==> config.mk <==
export PLATFORM = sky130hd
export DESIGN_NAME = pipelined_carry_bypass_adder_flat
export DESIGN_NICKNAME = d
export VERILOG_FILES = /design/src/rtl/cba_pkg.sv /design/src/rtl/pipelined_carry_bypass_adder_if.sv /design/src/rtl/cba_block.sv /design/src/rtl/pipelined_carry_bypass_adder.sv /design/src/flat_wrapper.sv
export SDC_FILE = /design/constraint.sdc
export NUM_CORES = 1
export LEC_CHECK = 0
export BUFFER_PORTS_ARGS = -buffer_cell sky130_fd_sc_hd__buf_2
export CAP_MARGIN = 10
export CELL_PAD_IN_SITES_DETAIL_PLACEMENT = 1
export CELL_PAD_IN_SITES_GLOBAL_PLACEMENT = 1
export CORE_UTILIZATION = 45
export DETAILED_ROUTE_END_ITERATION = 16
export PLACE_DENSITY_LB_ADDON = 0.1
export SLEW_MARGIN = 40
export SYNTH_ARGS = -nofsm -noshare
export SYNTH_HDL_FRONTEND = slang
export SYNTH_HIERARCHICAL = 1
export SYNTH_SLANG_ARGS = --single-unit
==> constraint.sdc <==
create_clock -name clk -period 3.5 [get_ports clk]
set_input_delay 0.35 -clock clk [delete_from_list [all_inputs] [get_ports clk]]
set_output_delay 0.35 -clock clk [all_outputs]
set_load 0.02 [all_outputs]
==> src/rtl/cba_pkg.sv <==
// Shared defaults and helpers for the pipelined carry-bypass adder.
package cba_pkg;

  localparam int unsigned CBA_WIDTH   = 32;
  localparam int unsigned CBA_BLOCK_W = 4;
  localparam int unsigned CBA_BPS     = 2;

  // Number of block-evaluating pipeline stages (ceil division).
  function automatic int unsigned cba_lat(input int unsigned nb, input int unsigned bps);
    return (nb + bps - 1) / bps;
  endfunction

endpackage

==> src/rtl/pipelined_carry_bypass_adder_if.sv <==
// Operand/result handshake bundle between a producer/consumer and the adder.
interface pipelined_carry_bypass_adder_if
  import cba_pkg::*;
#(
  parameter int unsigned WIDTH = CBA_WIDTH
);

  logic             in_valid;
  logic             in_ready;
  logic [WIDTH-1:0] a;
  logic [WIDTH-1:0] b;
  logic             cin;
  logic             sub;
  logic             out_valid;
  logic             out_ready;
  logic [WIDTH-1:0] sum;
  logic             cout;
  logic             overflow;

  modport master (
    output in_valid, a, b, cin, sub, out_ready,
    input  in_ready, out_valid, sum, cout, overflow
  );

  modport slave (
    input  in_valid, a, b, cin, sub, out_ready,
    output in_ready, out_valid, sum, cout, overflow
  );

endinterface

==> src/rtl/cba_block.sv <==
// One BLOCK_W-bit ripple block whose carry-out bypasses the ripple chain
// when every bit propagates.
module cba_block
  import cba_pkg::*;
#(
  parameter int unsigned BLOCK_W = CBA_BLOCK_W
) (
  input  logic [BLOCK_W-1:0] i_a,
  input  logic [BLOCK_W-1:0] i_b,
  input  logic               i_cin,
  output logic [BLOCK_W-1:0] o_sum,
  output logic               o_p,
  output logic               o_cout
);

  logic [BLOCK_W:0] w_rc;

  // Ripple chain through the block.
  always_comb begin
    w_rc    = '0;
    o_sum   = '0;
    w_rc[0] = i_cin;
    for (int i = 0; i < int'(BLOCK_W); i++) begin
      o_sum[i]  = i_a[i] ^ i_b[i] ^ w_rc[i];
      w_rc[i+1] = (i_a[i] & i_b[i]) | ((i_a[i] ^ i_b[i]) & w_rc[i]);
    end
  end

  assign o_p    = &(i_a ^ i_b);
  assign o_cout = o_p ? i_cin : w_rc[BLOCK_W];

endmodule

==> src/rtl/pipelined_carry_bypass_adder.sv <==
// Pipelined carry-bypass adder/subtractor: BLOCKS_PER_STAGE blocks per register
// stage, whole-pipeline valid/ready stall, registered sum/cout/overflow.
module pipelined_carry_bypass_adder
  import cba_pkg::*;
#(
  parameter int unsigned WIDTH            = CBA_WIDTH,
  parameter int unsigned BLOCK_W          = CBA_BLOCK_W,
  parameter int unsigned BLOCKS_PER_STAGE = CBA_BPS
) (
  input logic                          clk,
  input logic                          rst_n,
  pipelined_carry_bypass_adder_if.slave bus
);

  localparam int unsigned NB  = WIDTH / BLOCK_W;
  localparam int unsigned BPS = BLOCKS_PER_STAGE;
  localparam int unsigned LAT = cba_lat(NB, BPS);
  localparam int unsigned MSB = WIDTH - 1;

  logic                          w_advance;
  logic [WIDTH-1:0]              w_b_eff;
  logic                          w_c0;

  // Per-stage inputs: stage 0 reads the bus, stage k reads register stage k-1.
  logic                          w_v_src   [LAT];
  logic [WIDTH-1:0]              w_a_src   [LAT];
  logic [WIDTH-1:0]              w_b_src   [LAT];
  logic                          w_c_src   [LAT];
  logic [WIDTH-1:0]              w_sum_src [LAT];
  logic [WIDTH-1:0]              w_sum_nxt [LAT];
  logic [LAT-1:0]                w_c_nxt;

  logic [NB-1:0][BLOCK_W-1:0]    w_blk_sum;
  logic [NB-1:0]                 w_blk_p;
  logic [NB-1:0]                 w_blk_cout;

  logic                          r_v   [LAT];
  logic [WIDTH-1:0]              r_a   [LAT];
  logic [WIDTH-1:0]              r_b   [LAT];
  logic                          r_c   [LAT];
  logic [WIDTH-1:0]              r_sum [LAT];

  logic                          r_out_valid;
  logic [WIDTH-1:0]              r_res_sum;
  logic                          r_res_cout;
  logic                          r_res_ovf;

  assign w_advance = !r_out_valid || bus.out_ready;
  assign w_b_eff   = bus.sub ? ~bus.b : bus.b;
  assign w_c0      = bus.sub ^ bus.cin;

  // Route each stage's source operands.
  always_comb begin
    w_v_src[0]   = bus.in_valid;
    w_a_src[0]   = bus.a;
    w_b_src[0]   = w_b_eff;
    w_c_src[0]   = w_c0;
    w_sum_src[0] = '0;
    for (int k = 1; k < int'(LAT); k++) begin
      w_v_src[k]   = r_v[k-1];
      w_a_src[k]   = r_a[k-1];
      w_b_src[k]   = r_b[k-1];
      w_c_src[k]   = r_c[k-1];
      w_sum_src[k] = r_sum[k-1];
    end
  end

  for (genvar j = 0; j < int'(NB); j++) begin : g_blk
    localparam int unsigned STG = j / BPS;
    logic w_cin;
    if (j % BPS == 0) begin : g_head
      assign w_cin = w_c_src[STG];
    end else begin : g_body
      assign w_cin = w_blk_cout[j-1];
    end
    cba_block #(.BLOCK_W(BLOCK_W)) u_blk (
      .i_a    (w_a_src[STG][j*BLOCK_W +: BLOCK_W]),
      .i_b    (w_b_src[STG][j*BLOCK_W +: BLOCK_W]),
      .i_cin  (w_cin),
      .o_sum  (w_blk_sum[j]),
      .o_p    (w_blk_p[j]),
      .o_cout (w_blk_cout[j])
    );
  end

  // A fully propagating stage passes its incoming carry straight through.
  for (genvar k = 0; k < int'(LAT); k++) begin : g_stg
    localparam int unsigned FIRST = k * BPS;
    localparam int unsigned LAST  = ((k + 1) * BPS > NB) ? NB - 1 : (k + 1) * BPS - 1;
    assign w_c_nxt[k] = (&w_blk_p[LAST:FIRST]) ? w_c_src[k] : w_blk_cout[LAST];
  end

  // Merge each stage's freshly computed blocks into the partial sum.
  always_comb begin
    for (int k = 0; k < int'(LAT); k++) begin
      w_sum_nxt[k] = w_sum_src[k];
      for (int j = 0; j < int'(NB); j++) begin
        w_sum_nxt[k][j*BLOCK_W +: BLOCK_W] = (j / BPS == k) ? w_blk_sum[j]
                                                            : w_sum_nxt[k][j*BLOCK_W +: BLOCK_W];
      end
    end
  end

  // Stage registers: the whole pipeline shifts together or holds.
  always_ff @(posedge clk or negedge rst_n) begin
    if (!rst_n) begin
      for (int k = 0; k < int'(LAT); k++) begin
        r_v[k]   <= 1'b0;
        r_a[k]   <= '0;
        r_b[k]   <= '0;
        r_c[k]   <= 1'b0;
        r_sum[k] <= '0;
      end
    end else if (w_advance) begin
      for (int k = 0; k < int'(LAT); k++) begin
        r_v[k]   <= w_v_src[k];
        r_a[k]   <= w_a_src[k];
        r_b[k]   <= w_b_src[k];
        r_c[k]   <= w_c_nxt[k];
        r_sum[k] <= w_sum_nxt[k];
      end
    end
  end

  // Output registers; result data only loads on a valid op so bubbles leave it untouched.
  always_ff @(posedge clk or negedge rst_n) begin
    if (!rst_n) begin
      r_out_valid <= 1'b0;
      r_res_sum   <= '0;
      r_res_cout  <= 1'b0;
      r_res_ovf   <= 1'b0;
    end else if (w_advance) begin
      r_out_valid <= r_v[LAT-1];
      if (r_v[LAT-1]) begin
        r_res_sum  <= r_sum[LAT-1];
        r_res_cout <= r_c[LAT-1];
        r_res_ovf  <= (r_a[LAT-1][MSB] == r_b[LAT-1][MSB]) &&
                      (r_sum[LAT-1][MSB] != r_a[LAT-1][MSB]);
      end else begin
        r_res_sum  <= r_res_sum;
        r_res_cout <= r_res_cout;
        r_res_ovf  <= r_res_ovf;
      end
    end
  end

  assign bus.in_ready  = w_advance;
  assign bus.out_valid = r_out_valid;
  assign bus.sum       = r_res_sum;
  assign bus.cout      = r_res_cout;
  assign bus.overflow  = r_res_ovf;

endmodule

==> src/flat_wrapper.sv <==
// flat-port wrapper written by rule: the top's interface ports become plain ports
module pipelined_carry_bypass_adder_flat import cba_pkg::*;
#(
  parameter int unsigned WIDTH            = CBA_WIDTH,
  parameter int unsigned BLOCK_W          = CBA_BLOCK_W,
  parameter int unsigned BLOCKS_PER_STAGE = CBA_BPS
)
  (clk, rst_n, bus_in_valid, bus_a, bus_b, bus_cin, bus_sub, bus_out_ready, bus_in_ready, bus_out_valid, bus_sum, bus_cout, bus_overflow);
  pipelined_carry_bypass_adder_if #(.WIDTH(WIDTH)) bus_i ();
  input logic clk;
  input logic rst_n;
  input wire logic [$bits(bus_i.in_valid)-1:0] bus_in_valid;
  input wire logic [$bits(bus_i.a)-1:0] bus_a;
  input wire logic [$bits(bus_i.b)-1:0] bus_b;
  input wire logic [$bits(bus_i.cin)-1:0] bus_cin;
  input wire logic [$bits(bus_i.sub)-1:0] bus_sub;
  input wire logic [$bits(bus_i.out_ready)-1:0] bus_out_ready;
  output wire logic [$bits(bus_i.in_ready)-1:0] bus_in_ready;
  output wire logic [$bits(bus_i.out_valid)-1:0] bus_out_valid;
  output wire logic [$bits(bus_i.sum)-1:0] bus_sum;
  output wire logic [$bits(bus_i.cout)-1:0] bus_cout;
  output wire logic [$bits(bus_i.overflow)-1:0] bus_overflow;
  assign bus_i.in_valid = bus_in_valid;
  assign bus_i.a = bus_a;
  assign bus_i.b = bus_b;
  assign bus_i.cin = bus_cin;
  assign bus_i.sub = bus_sub;
  assign bus_i.out_ready = bus_out_ready;
  assign bus_in_ready = bus_i.in_ready;
  assign bus_out_valid = bus_i.out_valid;
  assign bus_sum = bus_i.sum;
  assign bus_cout = bus_i.cout;
  assign bus_overflow = bus_i.overflow;
  pipelined_carry_bypass_adder #(.WIDTH(WIDTH), .BLOCK_W(BLOCK_W), .BLOCKS_PER_STAGE(BLOCKS_PER_STAGE)) u_core (.clk(clk), .rst_n(rst_n), .bus(bus_i));
endmodule
==> metrics.md <==
| Metric | Value |
|---|---|
| Status | finished with violations |
| Failing checks | negative setup slack |
| Worst path bufs/invs | 7 |
| Post-synthesis cell count | 698 |
| Avg Cell Area, Syn | 14.9 um^2 |
| FILL cells | around 2200 |
| CP max stage delay | ~0.52 ns |
| H-tree Lvls | 1 |
| Sink Count | 221 |
| Ports | 106 |
| GRT busiest layer | met2 |
| Hpwl dp | 12.5 mm |
| DR iter-0 viols | 140 |
| Layout net count | 968 |
| Logic pwr share | 0.383 |
| RD Place Congestion | 0.764 |
| Worst Hold Class | primary input to flip-flop |
| Slew HR | 0.476 |
| Kind of critical path | flip-flop to flip-flop |
| Pint | 8.25 mW |
| Critical path endpoint category | flip-flop |
| Synthesized flop and latch total | approximately 220 |
| Setup crit start kind | flip-flop |
| Core Util, Final | 0.547 |
| Commonest cells after routing, fill and taps aside | dfrtp_1, buf_2, mux2_2, mux2_4, inv_1 |
| P_sw | 3.73 mW |
| Syn nets | between 800 and 900 |
| Slowest-stage cell, CP | fa_2 |
| Drt drc | 0 |
| Gr ovfl total | 0 |
| Final hold vios | 0 |
| Global-route wire length before repair | roughly 32 mm |
| Setup ws final | -0.0479 ns |
| Minimum clock period | 3.55 ns |
| Yosys top cell by area | dfrtp_1 |
| Post-synthesis sequential area ratio | 0.532 |
| Largest net degree at the start of global routing | 131 |
| Max rail drop VDD | 0.494 mV |
| Commonest non-fill, non-tap cell in the layout | dfrtp_1 |
| RSZ-0062 raised after global routing | true |
| Critical path, cell by cell | inv_2 -> fa_2 -> inv_2 -> fa_2 -> fa_2 -> inv_2 -> fa_2 -> mux2i_1 -> inv_1 -> fa_2 -> inv_2 -> fa_2 -> fa_2 -> inv_2 -> fa_2 -> inv_2 -> mux2_2 |
| Grt met1 use | 0.216 |
| Post-route ant nets | 0 |
| GRT met2 Usage | 0.293 |
| Sequential power share | 0.380 |
| I/O Buffers | 105 |
| Hold path cells | 2 |
| Total track usage | 0.168 |
| Met3 GRT Util | 0.0265 |
| Switching share of power | 0.312 |
| Levels on crit path | 17 |
| Fin Clk Skew | 0.0253 ns |
| Cell family with most CP delay | adder cells |
| DIE AREA | around 24000 um^2 |
| Reg2Reg Depth | 17 |
| Clock root cell | clkbuf_16 |
| Initial antenna violation count | 0 |
| Maximum clock path buffer count | 3 |
| Critical Path Most Common Cell | fa_2 |
| CTS Buf Count | 26 |
| Synth top area share | 0.532 |
| Synth-to-Final Area Change | 19.0% |
| Starting density of the core | 0.459 |
| Mapped Area | 10400 um^2 |
| Antenna diode count | 0 |
| Crit path required time | 3.90 ns |
| Clock slew seen by the registers of the worst setup and hold paths | 0.06 ns |
| Vias per inst | 4.87 |
| Yosys warns | 6 |
| Maximum net fanout on the critical path | 2 |
| Max cap viols | 0 |
| Via Count | 5537 |
| Placeable Area | about 23000 um^2 |
| Setup-failing EPs final | 2 |
| Die X | 154 um |
| Clk_lat worst skew | 0.53 ns |
| Final Max Slew Viols | 0 |
| Layout cell share with drive strength beyond 1 | 0.517 |
| Height of the die | 154 um |
| Num rows | 55 |
| DRT Pass-1 Iters | 4 |
| PnR Total Power | 12.0 mW |
| Vias in the first global route | 6150 |
| CTS tree | built |
| Area of the multi-input gates | 4460 um^2 |
| Critical Path AT | around 4.0 ns |
| Fin crit share | 1.01 |
| Synth area leaders | dfrtp_1, mux2_4, mux2_2, fa_1, ha_1 |
| Cell Pwr Density | 968 nW/um^2 |
| Drt total wl | about 19 mm |
| Pleak | 5.94 nW |
| Clock network power share | 0.237 |
| Max Fclk | 282 MHz |
| DR WL/cell | 16.4 um |
| Register area | 5530 um^2 |
| Worst-Margin Slew | 0.786 ns |
| Synth cell types | 20 |
## sequential cells by signal (all words and copies together), names as in the netlist
name and flops:
u_core/g_blk.w_cin 3, u_core/bus.overflow 1, u_core/r_c 1, u_core/r_b 49, u_core/bus.out_valid 1, u_core/bus.cout 1
u_core/r_sum 80, u_core/r_v 4, u_core/bus.sum 32, u_core/r_a 49
## per-stage QoR
stage	setup TNS, ns	hold slack, ns	cell area, um^2	worst slack, ns	instances
global placement	-1.00	0.469	11300	-0.318	1082
finish	-0.0743	0.0484	12400	-0.0479	1138
global route	-1.04	0.0319	12400	-0.223	1138
detailed placement	-1.97	0.275	11300	-0.505	1083
floorplan	-0.599	0.0544	10400	-0.296	698
CTS	-0.240	0.0281	12300	-0.0724	1135
## final timing paths
path,from,end,slack (ns)
worst max-delay path,u_core/r_a[104],u_core/r_sum[79],-0.05
worst min-delay path,bus_a[24],u_core/r_a[120],0.05
worst max register to register,u_core/r_a[104],u_core/r_sum[79],-0.05
worst min register to register,u_core/bus.sum[5],u_core/bus.sum[5],0.49
max in group asynchronous,rst_n,u_core/r_sum[50],2.07
min in group asynchronous,rst_n,u_core/r_b[95],0.33
## repair_timing
item,4_1_cts,5_1_grt
hold buffers,1,0
resized for setup,34,20
setup buffers,4,3
endpoints found under the setup margin,6,8
hold endpoints to repair,47,0
pin swaps,4,6
## routing by layer
layer  vias to the layer above  part of all wire
li1                       2568                 -
met4                         0             0.023
met2                        83              0.51
met1                      2860              0.44
met5                         -                 0
met3                        26             0.033
## cell type report
type / instances / share of cell area
Sequential cell: 221 / 0.447
Timing Repair Buffer: 139 / 0.0679
Tap cell: 285 / 0.0288
Clock inverter: 6 / 0.00849
Multi-Input combinational cell: 374 / 0.360
Inverter: 72 / 0.0218
Clock buffer: 41 / 0.0661
## synth_stat cells, drive strengths merged
| master | count |
|---|---|
| dfrtp | 221 |
| mux2 | 194 |
| inv | 72 |
| fa | 32 |
| ha | 32 |
| buf | 31 |
| a21oi | 27 |
| nor2 | 27 |
| xnor2 | 24 |
| mux2i | 11 |
| xor2 | 9 |
| and4 | 8 |
| nand2 | 6 |
| nand2b | 3 |
| o22ai | 1 |
## power by group through the flow
stage | clock network [mW] | registers [mW] | logic (mW)
after global placement | 0 | 4.52 | 4.27
after detailed placement | 0 | 4.60 | 4.46
after global routing | 3.03 | 4.73 | 5.12
after floorplan | 0 | 4.60 | 3.22
after CTS | 2.93 | 4.58 | 4.61
final | 2.84 | 4.56 | 4.59
## kinds of logic after synthesis
family                     Yosys count  synth area share
buffers and inverters              103            0.0501
AOI/OAI and AO/OA                   28            0.0136
and+or+nand+nor                     44            0.0226
adders and majority gates           64             0.100
DFF                                221             0.532
xor gates and xnor gates            33            0.0278
muxes                              205             0.254
Note: power is estimated with default switching activity, not from simulation.
